## config.mk

```make
export PLATFORM = sky130hd
export DESIGN_NAME = mmio_bus_router
export DESIGN_NICKNAME = d
export VERILOG_FILES = /design/src/rtl/mmio_router_pkg.sv /design/src/rtl/mmio_window_decode.sv /design/src/rtl/mmio_bus_router.sv
export SDC_FILE = /design/constraint.sdc
export NUM_CORES = 1
export LEC_CHECK = 0
export CORE_AREA = 2 2 193 195
export CTS_CLUSTER_DIAMETER = 50
export DETAILED_ROUTE_END_ITERATION = 16
export DIE_AREA = 0 0 195 197
export SYNTH_ARGS = -nofsm -noshare
export SYNTH_HDL_FRONTEND = slang
export SYNTH_SLANG_ARGS = --single-unit
```

## constraint.sdc

```tcl
create_clock -name clk -period 4.9 [get_ports clk]
set_clock_uncertainty 0.2 [all_clocks]
set_input_delay 0.98 -clock clk [delete_from_list [all_inputs] [get_ports clk]]
set_output_delay 0.98 -clock clk [all_outputs]
set_load 0.02 [all_outputs]
```

## src/rtl/mmio_router_pkg.sv

```systemverilog
// Shared types and default address map for the MMIO bus router.
package mmio_router_pkg;
  localparam int WIN_W  = 12;
  localparam int DATA_W = 32;
  localparam int IDX_W  = 3;  // up to 8 windows

  localparam logic [19:0]        DEF_MMIO_UPPER = 20'haaaaa;
  localparam logic [4*WIN_W-1:0] DEF_WIN_BASE   = {12'h700, 12'h600, 12'h500, 12'h400};
  localparam logic [4*WIN_W-1:0] DEF_WIN_SIZE   = {12'h008, 12'h020, 12'h002, 12'h008};

  typedef enum logic [1:0] {SRC_MEM, SRC_PERIPH, SRC_ZERO} src_e;
  typedef enum logic [1:0] {IDLE, REQ, DONE} state_e;
endpackage

```

## src/rtl/mmio_window_decode.sv

```systemverilog
// Address decode: MMIO page match, per-window hit vector, lowest-index winner and its relative offset.
module mmio_window_decode
  import mmio_router_pkg::*;
#(
  parameter int                            NUM_PERIPH = 4,
  parameter logic [19:0]                   MMIO_UPPER = DEF_MMIO_UPPER,
  parameter logic [NUM_PERIPH*WIN_W-1:0]   WIN_BASE   = DEF_WIN_BASE,
  parameter logic [NUM_PERIPH*WIN_W-1:0]   WIN_SIZE   = DEF_WIN_SIZE
) (
  input  logic [DATA_W-1:0]     addr,
  output logic                  mmio,
  output logic [NUM_PERIPH-1:0] hit,
  output logic [IDX_W-1:0]      idx,
  output logic [WIN_W-1:0]      rel_off
);
  logic [WIN_W-1:0] off;

  assign mmio = (addr[31:12] == MMIO_UPPER);
  assign off  = addr[WIN_W-1:0];

  // 13-bit bounds so a window ending at the top of the page does not wrap
  for (genvar i = 0; i < NUM_PERIPH; i++) begin : g_win
    localparam logic [WIN_W:0] LO = {1'b0, WIN_BASE[i*WIN_W +: WIN_W]};
    localparam logic [WIN_W:0] HI = LO + {1'b0, WIN_SIZE[i*WIN_W +: WIN_W]};
    assign hit[i] = mmio && ({1'b0, off} >= LO) && ({1'b0, off} < HI);
  end

  always_comb begin
    idx     = '0;
    rel_off = '0;
    for (int i = NUM_PERIPH - 1; i >= 0; i--) begin
      if (hit[i]) begin
        idx     = IDX_W'(i);
        rel_off = off - WIN_BASE[i*WIN_W +: WIN_W];
      end
    end
  end
endmodule

```

## src/rtl/mmio_bus_router.sv

```systemverilog
// Routes CPU data accesses to block memory or MMIO windows (req/ack with timeout);
// an aux master gets the memory port on idle cycles with starvation-forced slots.
module mmio_bus_router
  import mmio_router_pkg::*;
#(
  parameter int                          NUM_PERIPH = 4,
  parameter logic [19:0]                 MMIO_UPPER = DEF_MMIO_UPPER,
  parameter logic [NUM_PERIPH*WIN_W-1:0] WIN_BASE   = DEF_WIN_BASE,
  parameter logic [NUM_PERIPH*WIN_W-1:0] WIN_SIZE   = DEF_WIN_SIZE,
  parameter logic [31:0]                 MEM_OFFSET = 32'h2000,
  parameter int                          TIMEOUT    = 16,
  parameter int                          STARVE_LIM = 8
) (
  input  logic                         clk,
  input  logic                         Rst,
  input  logic [DATA_W-1:0]            cpu_addr,
  input  logic [DATA_W-1:0]            cpu_din,
  input  logic                         cpu_wea,
  input  logic                         cpu_rea,
  input  logic [3:0]                   cpu_en,
  input  logic [2:0]                   cpu_storecntrl,
  output logic [DATA_W-1:0]            cpu_dout,
  output logic                         cpu_hold,
  output logic [NUM_PERIPH-1:0]        p_req,
  output logic                         p_wr,
  output logic [WIN_W-1:0]             p_addr,
  output logic [DATA_W-1:0]            p_din,
  input  logic [NUM_PERIPH-1:0]        p_ack,
  input  logic [NUM_PERIPH*DATA_W-1:0] p_dout,
  input  logic                         aux_req,
  input  logic                         aux_wr,
  input  logic [DATA_W-1:0]            aux_addr,
  input  logic [DATA_W-1:0]            aux_din,
  output logic                         aux_gnt,
  output logic [DATA_W-1:0]            aux_dout,
  output logic                         mem_req,
  output logic                         mem_wr,
  output logic [3:0]                   mem_wen,
  output logic [2:0]                   mem_strctrl,
  output logic [DATA_W-1:0]            mem_addr,
  output logic [DATA_W-1:0]            mem_din,
  input  logic [DATA_W-1:0]            mem_dout,
  output logic                         bus_err,
  input  logic                         err_clr
);
  localparam int TW = $clog2(TIMEOUT + 1);
  localparam int SW = $clog2(STARVE_LIM + 1);

  state_e state, state_nxt;
  src_e   src_q;
  logic                  mmio, any_hit;
  logic [NUM_PERIPH-1:0] hit;
  logic [IDX_W-1:0]      idx, ch_q;
  logic [WIN_W-1:0]      rel_off;
  logic [TW-1:0]         wait_cnt;
  logic [SW-1:0]         starve_cnt;
  logic [DATA_W-1:0]     p_data_q, pd_sel;
  logic                  ack_sel, aux_rd_q;
  logic                  cpu_acc, cpu_mem, force_aux, cpu_mem_go;
  logic                  start, unmapped, ack_hit, timeout;

  mmio_window_decode #(
    .NUM_PERIPH(NUM_PERIPH), .MMIO_UPPER(MMIO_UPPER),
    .WIN_BASE(WIN_BASE), .WIN_SIZE(WIN_SIZE)
  ) u_dec (
    .addr(cpu_addr), .mmio(mmio), .hit(hit), .idx(idx), .rel_off(rel_off)
  );

  assign any_hit    = |hit;
  assign cpu_acc    = (cpu_wea | cpu_rea) & ~Rst;
  assign cpu_mem    = cpu_acc & ~mmio;
  assign force_aux  = aux_req & (starve_cnt == SW'(STARVE_LIM));
  assign cpu_mem_go = cpu_mem & ~force_aux;
  assign aux_gnt    = aux_req & ~Rst & ~cpu_mem_go;
  assign start      = (state == IDLE) & cpu_acc & any_hit;
  assign unmapped   = (state == IDLE) & cpu_acc & mmio & ~any_hit;

  always_comb begin
    pd_sel  = '0;
    ack_sel = 1'b0;
    for (int i = 0; i < NUM_PERIPH; i++) begin
      if (ch_q == IDX_W'(i)) begin
        pd_sel  = p_dout[i*DATA_W +: DATA_W];
        ack_sel = p_ack[i];
      end
    end
  end

  assign ack_hit = (state == REQ) & ack_sel;
  assign timeout = (state == REQ) & ~ack_sel & (wait_cnt == TW'(TIMEOUT - 1));

  always_comb begin
    state_nxt = state;
    cpu_hold  = 1'b0;
    unique case (state)
      IDLE: begin
        if (start) begin
          state_nxt = REQ;
          cpu_hold  = 1'b1;
        end else if (cpu_mem & force_aux) begin
          cpu_hold = 1'b1;
        end
      end
      REQ: begin
        cpu_hold = 1'b1;
        if (ack_hit || timeout) state_nxt = DONE;
      end
      DONE:    state_nxt = IDLE;  // the still-present request is consumed here
      default: state_nxt = IDLE;
    endcase
  end

  // Aux addresses are already BRAM-relative; only CPU addresses are rebased.
  always_comb begin
    mem_req     = 1'b0;
    mem_wr      = 1'b0;
    mem_wen     = 4'h0;
    mem_strctrl = 3'b000;
    mem_addr    = '0;
    mem_din     = '0;
    if (aux_gnt) begin
      mem_req     = 1'b1;
      mem_wr      = aux_wr;
      mem_wen     = aux_wr ? 4'hF : 4'h0;
      mem_strctrl = aux_wr ? 3'b100 : 3'b000;
      mem_addr    = aux_addr;
      mem_din     = aux_din;
    end else if (cpu_mem_go) begin
      mem_req     = 1'b1;
      mem_wr      = cpu_wea;
      mem_wen     = cpu_wea ? cpu_en : 4'h0;
      mem_strctrl = cpu_storecntrl;
      mem_addr    = cpu_addr - MEM_OFFSET;
      mem_din     = cpu_din;
    end
  end

  always_ff @(posedge clk) begin
    if (Rst) begin
      state      <= IDLE;
      p_req      <= '0;
      p_wr       <= 1'b0;
      p_addr     <= '0;
      p_din      <= '0;
      ch_q       <= '0;
      wait_cnt   <= '0;
      p_data_q   <= '0;
      src_q      <= SRC_ZERO;
      bus_err    <= 1'b0;
      starve_cnt <= '0;
      aux_rd_q   <= 1'b0;
    end else begin
      state <= state_nxt;
      if (start) begin
        p_req    <= NUM_PERIPH'(1) << idx;
        p_wr     <= cpu_wea;
        p_addr   <= rel_off;
        p_din    <= cpu_din;
        ch_q     <= idx;
        wait_cnt <= '0;
      end else if (state == REQ) begin
        wait_cnt <= wait_cnt + 1'b1;
        if (state_nxt == DONE) p_req <= '0;
      end
      if (ack_hit)      p_data_q <= pd_sel;
      else if (timeout) p_data_q <= '0;

      if (cpu_mem_go)                             src_q <= SRC_MEM;
      else if (state == REQ && state_nxt == DONE) src_q <= SRC_PERIPH;
      else                                        src_q <= SRC_ZERO;

      if (timeout | unmapped) bus_err <= 1'b1;
      else if (err_clr)       bus_err <= 1'b0;

      if (aux_gnt)                                     starve_cnt <= '0;
      else if (aux_req && starve_cnt != SW'(STARVE_LIM)) starve_cnt <= starve_cnt + 1'b1;
      aux_rd_q <= aux_gnt & ~aux_wr;
    end
  end

  always_comb begin
    unique case (src_q)
      SRC_MEM:    cpu_dout = mem_dout;
      SRC_PERIPH: cpu_dout = p_data_q;
      default:    cpu_dout = '0;
    endcase
  end

  assign aux_dout = aux_rd_q ? mem_dout : '0;
endmodule

```

**Word level (Yosys, flattened, before mapping)**

Index checks and enable logic that the tools add are counted.

- Flip-flop bits (word level): 99
- Latch bits: 0
- RAM bits: 0
- ROM bits: 0
- Bits of input ports: 306
- Output and inout bits: 189
- Logic and storage cells: 134
- Memories kept: 0

- Add/subtract/negate cells: 7
- Multipliers: 0
- Div/mod/pow operators: 0
- $lt $le $gt $ge: 8
- Equal/unequal tests: 10
- Shifts and indexed selects: 1
- Mux-type cells: 48
- Bitwise operators: 24
- Reduce and logical (&&, ||, !) cells: 23

Operators by type and width:

| operator | number |
|---|---|
| $mux W32 | 11 |
| $pmux W32 S2 | 1 |
| $ge A12 B11 Y1 const B | 4 |
| $lt A12 B11 Y1 const B | 4 |
| $mux W12 | 4 |
| $sub A12 B11 Y12 const B | 4 |
| $sub A32 B14 Y32 const B | 1 |
| $mux W4 | 7 |
| $eq A20 B20 Y1 const B | 1 |
| $mux W2 | 8 |
| $and A1 B1 Y1 | 15 |
| $mux W1 | 12 |
| $logic_and A1 B1 Y1 | 10 |
| $mux W3 | 3 |
| $reduce_bool A2 Y1 | 4 |
| $not A1 Y1 | 7 |
| $eq A3 B2 Y1 const B | 2 |
| $reduce_or A2 Y1 | 3 |
| $add A5 B1 Y5 const B | 1 |
| $eq A5 B4 Y1 const B | 1 |
| $add A4 B1 Y4 const B | 1 |
| $eq A2 B1 Y1 const B | 2 |
| $eq A4 B4 Y1 const B | 1 |
| $logic_not A2 Y1 | 2 |
| 11 further kinds | 12 |

**Depth between registers and ports, before layout**

- Word-level depth: 15
- Depth in mapped cells: 10
- Gate-level depth less buffers: 9

**Cells and area by module**

A second synthesis with hierarchy kept.

- Cells, all modules: 858
- Area, all modules: 6885.4 µm²

Modules (own cells, without submodules):

| module | instances | cells an instance | area each (µm²) |
|---|---|---|---|
| mmio_bus_router | 1 | 768 | 6173.4 |
| mmio_window_decode | 1 | 90 | 711.9 |

**Least setup slack after synthesis**

No wires, ideal clock.

- Kind: input to output
- From: input port cpu_addr[30]
- To: output port mem_addr[24]
- Arrival time: 2.793 ns
- Path slack: 0.927 ns
- Stages on the path: 8
- Buffers on the path: 1
- Cell sequence: and4bb_2 -> nand4_4 -> nor2_1 -> nor3_1 -> nor2_1 -> clkbuf_1 -> nand2_1 -> o21ai_0

- Cells in the longest elaborated chain, start to end: 7

Ends and longest elaborated chain:

| element | RTL line | source |
|---|---|---|
| start, declared | mmio_bus_router.sv:16 | `input logic [DATA_W-1:0] cpu_addr,` |
| $eq A20 B20 Y1 | mmio_window_decode.sv:18 | `assign mmio = (addr[31:12] == MMIO_UPPER);` |
| $not A1 Y1 | mmio_bus_router.sv:71 | `assign cpu_mem = cpu_acc & ~mmio;` |
| $and A1 B1 Y1 | mmio_bus_router.sv:71 |  |
| $and A1 B1 Y1 | mmio_bus_router.sv:73 | `assign cpu_mem_go = cpu_mem & ~force_aux;` |
| $not A1 Y1 | mmio_bus_router.sv:74 | `assign aux_gnt = aux_req & ~Rst & ~cpu_mem_go;` |
| $and A1 B1 Y1 | mmio_bus_router.sv:74 |  |
| net aux_gnt | mmio_bus_router.sv:34 | `output logic aux_gnt,` |
| $mux W32 | mmio_bus_router.sv:121 | `if (aux_gnt) begin` |
| end, declared | mmio_bus_router.sv:40 | `output logic [DATA_W-1:0] mem_addr,` |

The timed path passes the listed nets, and every way through them passes these cells.

**Worst setup path after layout**

- From: input port cpu_addr[29]
- To: output port cpu_hold

- Cells in the longest elaborated chain, start to end: 7

Ends and longest elaborated chain:

| element | RTL line | source |
|---|---|---|
| $eq A20 B20 Y1 (*) | mmio_window_decode.sv:18 |  |
| $logic_and A1 B1 Y1 or $not A1 Y1 (tied branches) | mmio_window_decode.sv:25, mmio_bus_router.sv:71 |  |
| $logic_and A1 B1 Y1 or $and A1 B1 Y1 (tied branches) | mmio_window_decode.sv:25, mmio_bus_router.sv:71 |  |
| $reduce_or A4 Y1 or $and A1 B1 Y1 (tied branches) | mmio_bus_router.sv:69, mmio_bus_router.sv:100 |  |
| $and A1 B1 Y1 or $mux W1 (tied branches) | mmio_bus_router.sv:75, mmio_bus_router.sv:100 |  |
| $mux W1 (*) | mmio_bus_router.sv:97 | `if (start) begin` |
| $pmux W1 S2 (*) | mmio_bus_router.sv:95 | `unique case (state)` |
| end, declared | mmio_bus_router.sv:23 | `output logic cpu_hold,` |

Mark *: on every way between the ends. The rest lies on a longest branch, timed or not.

==> results.json <==
{
  "grt_pass1_vias": 8039,
  "number_of_buffers_added_to_fix_hold_violations_after_cts": 0,
  "drtIter0Drc": 278,
  "hold_viol": 0,
  "crit_path_end_kind": "output port",
  "area_of_the_die_um2": 38420,
  "run_status": "finished, final reports clean",
  "unique_cell_type_count_in_the_yosys_netlist": 53,
  "post_synth_inst_count": 785,
  "vias_per_cell": 4.520,
  "worst-setup-path-type": "in -> out",
  "detailroute.via_count": 7883,
  "grt_first_pass_wirelength_um": 46360,
  "postRouteAntennaNets": 0,
  "postSynthNetCount": 1106,
  "grt_antenna_before_repair": 0,
  "slew_headroom_pct": 15.28,
  "ys_seq_area_share_pct": 30.01,
  "grt_overflow": 0,
  "synth_edf_count": 0,
  "static-leakage-power_nw": 4.401,
  "design.portCount": 495,
  "final_layout_size_suffix_gt1_share_pct": 9.561,
  "numPlacedInstances": 1728,
  "timing.hold.worst.class": "reg -> reg",
  "vdd_ir_drop_max_v": 0.0001565,
  "post_cts_resize_count": 0,
  "port_buffers": 494,
  "ys_async_sr_fraction_pct": 0,
  "die_x_um": 195,
  "final_design_area_no_fill_um2": 12570,
  "multi_input_area_um2": 4320,
  "cts.clk_slew.worst_paths_ns": 0.07,
  "yosys_warnings": 0,
  "power.total_mw": 2.233,
  "synth_top_area_share_pct": 30.01,
  "maximum_number_of_pins_on_one_net_before_global_route_repair": 70,
  "cts.htree.levels": 3,
  "syn_area_per_cell_um2": 8.328,
  "n_antenna_cell": 0,
  "worst_ep_required_time_ns": 3.72,
  "combined_flip_flop_and_latch_cell_area_um2": 1966,
  "clock_sink_count": 98,
  "cts_tree": "done",
  "final.fill_count": 3782,
  "worst-slew-pin-transition_ns": 1.269,
  "post_cts_setup_buffer_count": 0,
  "min_period_over_period_pct": 97.28,
  "worst_skew_pair.late_latency_ns": 0.35,
  "coreArea_um2": 36260,
  "critical_path_arrival_ns": 3.59,
  "fin_crit_ns": 4.767,
  "post-synth-top-area-cell": "dfxtp_1",
  "finalSetupViolations": 0,
  "synth_most_common_cell": "nand2_1",
  "detail_route.drc_violations": 0,
  "layout.cells.non_filler": 1744,
  "routability_cong": 0.8619,
  "detailed_placement_hpwl_um": 25040,
  "synthesis.area_um2": 6538,
  "synth_commonest_cells": "129 x nand2_1, 98 x dfxtp_1, 82 x nor2_1",
  "power.density_nw_per_um2": 177.6,
  "hold_ws_ns": 0.2514,
  "rsz0062_at_grt": "no",
  "wire_per_inst_um": 17.92,
  "cts-buffers-inserted": 9,
  "max_cap_viol_count": 0,
  "post_synth_main_area_contributors": "dfxtp_1 30%, mux4_2 11%, nand2_1 7.4%, a22o_1 5.8%, mux2i_1 5.7%",
  "initial_core_utilization_pct": 18.03,
  "fp-row-count": 70,
  "max_freq_ghz": 0.2098,
  "routed_wirelength_um": 31250,
  "synth-seq-cells": 98,
  "ctsLongestPathBuffers": 2,
  "post_dp_cell_area_um2": 12240,
  "die-height_um": 197,
  "synth_top_flop_cell": "dfxtp_1",
  "clock_tree_root": "clkbuf_16",
  "area.growth.synth_to_final_pct": 92.33,
  "drt_first_pass_iters": 5,
  "timing.critical_path.fanout_max": 4,
  "finalMaxSlewViolations": 0,
  "final_net_count": 1592,
  "grt.total_usage_pct": 15.69,
  "startpoint_kind_of_the_worst_setup_timing_path": "primary input",
  "setup-tns-final_ns": 0
}
final timing paths:
kind	start	end	slack, ns	cells after the start
max	cpu_addr[29]	cpu_hold	0.13	9
min	p_wr	p_wr	0.25	2
max reg2reg	ch_q[1]	p_data_q[21]	2.18	5
min reg2reg	p_wr	p_wr	0.25	2
power breakdown:
part	switching [mW]	internal [mW]	leakage, nW
Clock	0.343	0.416	0.150
Sequential	0.00432	0.798	0.791
Combinational	0.271	0.401	3.46
Total	0.619	1.61	4.40
cell usage in the layout (no fill, tap or decap), types with 3 or more instances in the layout:
master and n:
a22o_1 43, a32o_1 5, xnor2_1 16, nor4_2 4, mux2i_1 37, buf_4 42
o21ai_0 67, xor2_1 6, a32oi_1 4, a22oi_1 34, nor3_1 19, and3_1 7
nor4_1 4, clkbuf_16 9, nand3_1 6, inv_1 11, nand2_1 129, clkdlybuf4s50_1 489
and4bb_2 4, dfxtp_1 95, nand4_1 4, and2_1 35, dlymetal6s2s_1 4, o21ai_1 5
mux4_2 33, a21oi_1 14, ha_1 15, buf_12 4, nor2b_1 5, nor2_1 81
dfxtp_2 3
registers in the layout (all words and copies together) (netlist names):
name / flops
p_data_q: 32
state: 2
p_req: 4
src_q: 2
p_addr: 12
wait_cnt: 5
ch_q: 2
starve_cnt: 4
p_din: 32
p_wr: 1
bus_err: 1
aux_rd_q: 1
kinds of logic after synthesis:
group,Yosys count,synth area share [%]
DFF,98,30.01
adders and majority gates,15,2.871
buffers and inverters,77,4.632
muxes,70,17.03
and+or+nand+nor,313,22.58
xor gates and xnor gates,22,2.947
AOI/OAI and AO/OA,190,19.92
worst max-delay path, stage by stage:
cell             delay, ns
clkdlybuf4s50_1       0.55
and4bb_2              0.31
nand4_4               0.11
buf_4                 0.18
nor4_2                0.33
nand2_2               0.09
a41o_1                0.23
a21oi_1               0.14
clkdlybuf4s50_1       0.66
area by class of cell:
type	count	area share (%)
timing repair buffer	540	42.51
multi-input combinational	610	34.36
sequential	98	15.63
tap	468	4.657
clock buffer	10	1.901
clock inverter	6	0.5772
inverter	12	0.3582
through the flow:
stage	utilization, %	setup WS (ns)
2_1_floorplan	-	0.9265
3_3_place_gp	33.75	0.03923
3_5_place_dp	33.75	0.06605
4_1_cts	34.61	0.06232
5_1_grt	34.68	0.02078
6_report	34.68	0.1333
metal layers:
metal | wire (um) | track usage, % | vias to the layer above
li1 | - | - | 3808
met1 | 13060 | 18.78 | 3731
met2 | 15350 | 27.09 | 307
met3 | 2028 | 3.713 | 37
met4 | 812 | 6.248 | 0
met5 | 0 | 0 | -
No activity file was read; power rests on OpenSTA's default activity.
